[src/rtl/v_stage_param_collector.sv]
// Read-side master for one Haar stage database: gathers per-classifier records and stage thresholds.
// Optional marker checking is compiled in with `define PARAM_MARKER_CHECK_EN.
module v_stage_param_collector #(
  parameter int ADDR_WIDTH               = 12,
  parameter int DATA_WIDTH_12            = 12,
  parameter int NUM_CLASSIFIERS_STAGE    = 32,
  parameter int NUM_PARAM_PER_CLASSIFIER = 18,
  parameter int NUM_STAGE_THRESHOLD      = 3
) (
  input  logic                                              clk_fpga,
  input  logic                                              reset_fpga,
  input  logic                                              i_start,
  output logic                                              o_rden,
  input  logic [DATA_WIDTH_12-1:0]                          i_data,
  input  logic                                              i_end_single_classifier,
  input  logic                                              i_end_database,
  output logic [NUM_PARAM_PER_CLASSIFIER*DATA_WIDTH_12-1:0] o_param,
  output logic [ADDR_WIDTH-1:0]                             o_classifier_index,
  output logic                                              o_valid,
  input  logic                                              i_ready,
  output logic [NUM_STAGE_THRESHOLD*DATA_WIDTH_12-1:0]      o_stage_threshold,
  output logic                                              o_done,
  output logic                                              o_busy,
  output logic                                              o_err
);
  localparam int NP   = NUM_PARAM_PER_CLASSIFIER;
  localparam int NT   = NUM_STAGE_THRESHOLD;
  localparam int DW   = DATA_WIDTH_12;
  localparam int WMAX = (NP > NT) ? NP : NT;
  localparam int WCW  = $clog2(WMAX);

  localparam logic [WCW-1:0]        W_LAST_P = WCW'(NP - 1);
  localparam logic [WCW-1:0]        W_LAST_T = WCW'(NT - 1);
  localparam logic [ADDR_WIDTH-1:0] C_LAST   = ADDR_WIDTH'(NUM_CLASSIFIERS_STAGE - 1);

  typedef enum logic [2:0] {IDLE, REQ, CAPT, EMIT, TREQ, TCAPT, DONE} state_t;

  state_t                   state_q, state_d;
  logic [WCW-1:0]           word_cnt;
  logic [ADDR_WIDTH-1:0]    cls_cnt;
  logic [NP-1:0][DW-1:0]    param_q;
  logic [NT-1:0][DW-1:0]    thr_q;
  logic                     last_p, last_t, last_c;

  assign last_p = (word_cnt == W_LAST_P);
  assign last_t = (word_cnt == W_LAST_T);
  assign last_c = (cls_cnt == C_LAST);

  assign o_param            = param_q;
  assign o_stage_threshold  = thr_q;
  assign o_classifier_index = cls_cnt;

  always_ff @(posedge clk_fpga or posedge reset_fpga)
    if (reset_fpga) state_q <= IDLE;
    else            state_q <= state_d;

  // Backpressure in EMIT stalls the read stream: no request is issued until the record is taken.
  always_comb begin
    state_d = state_q;
    o_rden  = 1'b0;
    o_valid = 1'b0;
    o_done  = 1'b0;
    o_busy  = 1'b0;
    case (state_q)
      IDLE:  if (i_start) state_d = REQ;
      REQ:   begin o_busy = 1'b1; o_rden = 1'b1; state_d = CAPT; end
      CAPT:  begin o_busy = 1'b1; state_d = last_p ? EMIT : REQ; end
      EMIT:  begin
        o_busy  = 1'b1;
        o_valid = 1'b1;
        if (i_ready) state_d = last_c ? TREQ : REQ;
      end
      TREQ:  begin o_busy = 1'b1; o_rden = 1'b1; state_d = TCAPT; end
      TCAPT: begin o_busy = 1'b1; state_d = last_t ? DONE : TREQ; end
      DONE:  begin o_done = 1'b1; state_d = IDLE; end
      default: state_d = IDLE;
    endcase
  end

  always_ff @(posedge clk_fpga or posedge reset_fpga)
    if (reset_fpga) begin
      word_cnt <= '0;
      cls_cnt  <= '0;
    end else begin
      case (state_q)
        IDLE:  if (i_start) begin word_cnt <= '0; cls_cnt <= '0; end
        CAPT:  word_cnt <= last_p ? '0 : word_cnt + 1'b1;
        EMIT:  if (i_ready && !last_c) cls_cnt <= cls_cnt + 1'b1;
        TCAPT: word_cnt <= last_t ? '0 : word_cnt + 1'b1;
        default: ;
      endcase
    end

  always_ff @(posedge clk_fpga or posedge reset_fpga)
    if (reset_fpga) begin
      param_q <= '0;
      thr_q   <= '0;
    end else begin
      for (int k = 0; k < NP; k++)
        if (state_q == CAPT && word_cnt == WCW'(k)) param_q[k] <= i_data;
      for (int k = 0; k < NT; k++)
        if (state_q == TCAPT && word_cnt == WCW'(k)) thr_q[k] <= i_data;
    end

`ifdef PARAM_MARKER_CHECK_EN
  // Markers ride with i_data, so they are judged in the capture cycles only.
  logic mark_bad;
  always_comb begin
    mark_bad = 1'b0;
    if (state_q == CAPT)
      mark_bad = (i_end_single_classifier != last_p) || i_end_database;
    else if (state_q == TCAPT)
      mark_bad = (i_end_database != last_t);
  end

  always_ff @(posedge clk_fpga or posedge reset_fpga)
    if (reset_fpga)                      o_err <= 1'b0;
    else if (state_q == IDLE && i_start) o_err <= 1'b0;
    else if (mark_bad)                   o_err <= 1'b1;
`else
  logic unused_markers;
  assign unused_markers = i_end_single_classifier ^ i_end_database;
  assign o_err          = 1'b0;
`endif

endmodule
[config.mk]
export PLATFORM = sky130hd
export DESIGN_NAME = v_stage_param_collector
export DESIGN_NICKNAME = d
export VERILOG_FILES = /design/src/rtl/v_stage_param_collector.sv
export SDC_FILE = /design/constraint.sdc
export NUM_CORES = 1
export LEC_CHECK = 0
export CAP_MARGIN = 20
export CELL_PAD_IN_SITES_DETAIL_PLACEMENT = 1
export CELL_PAD_IN_SITES_GLOBAL_PLACEMENT = 1
export CORE_MARGIN = 4
export CORE_UTILIZATION = 41
export CTS_BUF_LIST = sky130_fd_sc_hd__clkbuf_2
export CTS_CLUSTER_SIZE = 24
export DETAILED_ROUTE_END_ITERATION = 10
export GPL_ROUTABILITY_DRIVEN = 0
export GPL_TIMING_DRIVEN = 0
export PLACE_DENSITY_LB_ADDON = 0.1
export RECOVER_POWER = 100
export SYNTH_ARGS = -nofsm -noshare
export SYNTH_HDL_FRONTEND = slang
export SYNTH_SLANG_ARGS = --single-unit
export TNS_END_PERCENT = 1
[constraint.sdc]
create_clock -name clk_fpga -period 11.45 [get_ports clk_fpga]
set_input_delay 2.29 -clock clk_fpga [delete_from_list [all_inputs] [get_ports clk_fpga]]
set_output_delay 2.29 -clock clk_fpga [all_outputs]
set_load 0.1 [all_outputs]
# Yosys cells after proc, flatten, opt, wreduce, memory -nomap -nowiden
# Cells that the tools add are included.
[op_classes]
n_div = 0
order_cmp = 0
n_mul = 0
mux = 17
n_reduce_logical = 32
bitwise = 0
shift = 0
n_addsub = 2
n_eq_ne = 27
[ops]
columns = ["op", "count"]
rows = [
  ["$eq 5x4->1 const B", 8],
  ["$mux 12", 2],
  ["$pmux 12 s2", 1],
  ["$logic_and 1x1->1", 22],
  ["$eq 5x3->1 const B", 4],
  ["$pmux 3 s6", 1],
  ["$mux 5", 3],
  ["$pmux 5 s3", 1],
  ["$add 12x1->12 const B", 1],
  ["$eq 12x5->1 const B", 1],
  ["$eq 5x2->1 const B", 2],
  ["$eq 5x5->1 const B", 2],
  ["$eq 3x3->1 const B", 3],
  ["$mux 3", 3],
  ["$eq 3x2->1 const B", 2],
  ["$ne 2x2->1 const B", 3],
  ["$add 5x1->5 const B", 1],
  ["$eq 5x1->1 const B", 1],
  ["$logic_not 5->1", 1],
  ["$reduce_or 5->1", 1],
  ["$mux 1", 4],
  ["$mux 2", 2],
  ["$reduce_and 2->1", 2],
  ["$eq 3x1->1 const B", 1],
  ["other kinds (6)", 6],
]
[word_totals]
word_cells = 102
out_inout_bits = 269
reg_bits = 272
latchBits = 0
mem_bits_ro = 0
n_memories = 0
in_bits = 18
ram_bits = 0

# Depth between registers and ports, before layout
[logic_depth]
depth_word = 5
mapped_depth = 6
depth_no_buf = 6

# Worst setup path after synthesis
# No wires, ideal clock.
[synth_timing]
path_kind = "flip-flop to output port"
from = "register state_q[2]"
to = "output port o_busy"
n_path_buf = 1
path_stages_with_launch = 4
arrival_ps = 2102
required_ps = 9160
path_slack_ps = 7058
cell_sequence = "dfrtp_1 -> buf_2 -> nor3_1 -> a21oi_1"
[synth_between]
elab_chain_len = 3
word_cells_on_any_way = 7
classes_between = "5 x eq/ne; 1 x mux; 1 x reduce/logical"
[synth_lines]
columns = ["element", "line", "rtl"]
rows = [
  ["start, declared", "38", "state_t state_q, state_d;"],
  ["start signal, assigned", "55", "else state_q <= state_d;"],
  ["$eq 3x2->1 (tied with other cells)", "64", "case (state_q)"],
  ["$reduce_or 5->1 (no line) *", "n/a", ""],
  ["$mux 1 *", "64", ""],
  ["end, declared", "23", "output logic o_busy,"],
]
# Every way passes the cells marked *; elsewhere a longest branch is shown, timed or not.

# Worst setup path after layout
[layout_timing]
from = "register state_q[2]"
to = "output port o_valid"
[layout_between]
elab_chain_len = 2
[layout_lines]
columns = ["element", "line", "rtl"]
rows = [
  ["$eq 3x2->1", "64", ""],
  ["$mux 1", "64", ""],
  ["end, declared", "19", "output logic o_valid,"],
]
# No other way between the ends.

==> out/qor.yml <==
violations: "max-capacitance violations, max-slew violations"
max_cap_violations: 1
htreeDepth: 3
yosys_most_used_dff: "dfrtp_1"
slew_violations: 37
fin_cells: 1465
antenna_found_initial: 1
grt_pass1_wl_mm: 46.9
grt_setup_unrepaired: "false"
vias: 7382
drt_iter0_drc: 283
syn2layout_area_growth_pct: 37.1
synth.most_common_cell: "dfrtp_1"
slew_headroom_pct: -26.6
syn_area_per_cell_um2: 15.0
synth.largest_area_cell: "dfrtp_1"
ys.warnings.count: 0
fin_ws_ns: 5.95
ant_nets: 0
critical_path_buf_inv_count: 3
cts_sinks: 272
dp_slack_ns: 6.79
critPathKind: "reg -> out"
cts-root-buf: "clkbuf_2"
cts_made_buffers: 73
dp_cells: 1339
fp.dieH_um: 170
worst_pin_slew_ns: 1.89
setup.worst_path.start: "state_q[2]$_DFFE_PP0P_"
start_util_pct: 41.5
netlist_instances: 719
nets: 1103
hp-start: "o_param[84]$_DFFE_PP0P_"
cpPeakStageDelay_ns: 1.27
grt_max_degree: 128
cts_tree: "built"
min_path_type: "reg -> reg"
hold_viol: 0
grtUsageTotal_pct: 20.7
synth_top_area_share_pct: 63.2
skew_ns: 0.0350
post_drt_wl_per_cell_um: 20.6
synth_cell_types: 48
synth_area_um2: 10800
setup_viol: 0
drc: 0
ioPinCount: 287
cts_setup_buffers: 0
period_minus_slack_ns: 5.50
async_reset_ff_share_pct: 100
worstReg2RegStart: "o_classifier_index[0]$_DFFE_PP0P_"
synth_seq_cells: 272
ys_seq_area_share_pct: 63.2
dieArea_um2: 28900
synth_edf_count: 0
ys_top_cells_by_area: "dfrtp_1 63%, mux2_2 26%, buf_2 1.1%, nand2_1 1.0%, clkbuf_1 0.91%"
cp_cell_sequence: "buf_2 > and3b_1 > clkbuf_1 > dlygate4sd3_1"
grt-ovfl-total: 0
numPortBuffers: 283
post_cts_resized: 0
fin_crit_sh_pct: 48.0
die_width_um: 170
worstSetupEndpointType: "primary output"
fmax_mhz: 182
cp.required_ns: 9.16
cts_buffer_depth: 3
status: "complete, but fails checks"
grt_pass1_vias: 8060
routed_wl_mm: 30.1
worstSetupStartpointType: "flip-flop"
clkTransAtPathRegs_ns: 0.10
coreArea_um2: 26000
postCtsHoldBufs: 0
vias_per_cell: 5.04
whs_ns: 0.503
crit_slowest_cell: "dlygate4sd3_1"
worstSkewPairLatency_ns: 0.80
synthTopCellsByCount: "272 x dfrtp_1, 252 x mux2_2, 30 x nand2_1"
rows: 59
layout-drive-gt1-share_pct: 36.8
drt_pass1_iterations: 4
synth_nets: 743
dpl.hpwl_mm: 21.8
cp_max_fo: 10
arrival_ns: 3.21
critPathTopFamily: "buffers and inverters"
==> final timing paths <==
kind | to | slack, ns | cells past startpoint
hold reg to reg | o_param[84]$_DFFE_PP0P_ | 0.50 | 1
setup reg to reg | o_classifier_index[11]$_DFFE_PP0P_ | 9.06 | 5
hold / removal | o_param[84]$_DFFE_PP0P_ | 0.50 | 1
max in group asynchronous | o_param[154]$_DFFE_PP0P_ | 7.69 | 3
min in group asynchronous | o_stage_threshold[19]$_DFFE_PP0P_ | 2.47 | 2
setup / recovery | o_valid | 5.95 | 4
==> placed cells by master, fill, tap and decap left out, types with 4 or more instances in the layout <==
| cell type | Yosys | final |
|---|---|---|
| and3_1 | 6 | 6 |
| ha_1 | 6 | 6 |
| a21oi_1 | 6 | 6 |
| a31oi_1 | 6 | 7 |
| dfrtp_1 | 272 | 272 |
| o21ai_0 | 5 | 5 |
| nand3_1 | 9 | 9 |
| clkinv_1 | 0 | 6 |
| nand2_1 | 30 | 30 |
| nor2_1 | 8 | 8 |
| inv_1 | 7 | 6 |
| buf_4 | 4 | 4 |
| dlygate4sd3_1 | 0 | 283 |
| buf_2 | 23 | 22 |
| clkbuf_2 | 0 | 113 |
| mux2_2 | 252 | 252 |
| nor3_1 | 7 | 7 |
| clkbuf_1 | 26 | 27 |
| a211o_1 | 4 | 4 |
| nand4_1 | 7 | 7 |
==> state kept, by name (all words and copies together) (netlist names) <==
name / flops
o_param: 216
word_cnt: 5
o_stage_threshold: 36
o_classifier_index: 12
state_q: 3
==> cell type report <==
class / instances / area (um^2)
tap: 335 / 419
antenna: 1 / 2.50
clock inverter: 12 / 129
sequential: 272 / 6810
inverter: 7 / 27.5
clock buffer: 113 / 566
multi-input combinational: 386 / 3680
timing repair buffer: 285 / 2890
fill: 2661 / 11200
buffer: 54 / 253
==> logic make-up after synthesis <==
kind of cell | count (synthesis) | share of synthesized area, %
compound gates | 32 | 2.14
xor+xnor | 1 | 0.0813
fa+ha+maj | 6 | 0.697
buf+inv | 61 | 2.60
flops | 272 | 63.2
mux | 252 | 26.3
other cells | 1 | 0.0348
simple gates | 94 | 4.96
==> per-layer routing <==
metal / GRT usage, % / up-vias / wire length (um) / share of wire [%]
met5: 0 / - / 0 / 0
met4: 6.15 / 0 / 656 / 2.2
met3: 5.41 / 52 / 1820 / 6.0
met2: 34.9 / 232 / 15000 / 50
met1: 26.6 / 3777 / 12700 / 42
li1: - / 3321 / - / -
==> per-stage QoR <==
stage | TNS (ns) | utilization (%) | instance area [um^2]
4_1_cts | 0 | 56.9 | 14800
3_5_place_dp | 0 | 54.2 | 14100
2_1_floorplan | 0 | - | 10800
5_1_grt | 0 | 56.9 | 14800
3_3_place_gp | -559.23 | 54.0 | 14000
6_report | 0 | 56.9 | 14800
Power is left out: the tool's default activity adds up to more than one toggle a clock period on the data nets, which glitch-free logic cannot reach.
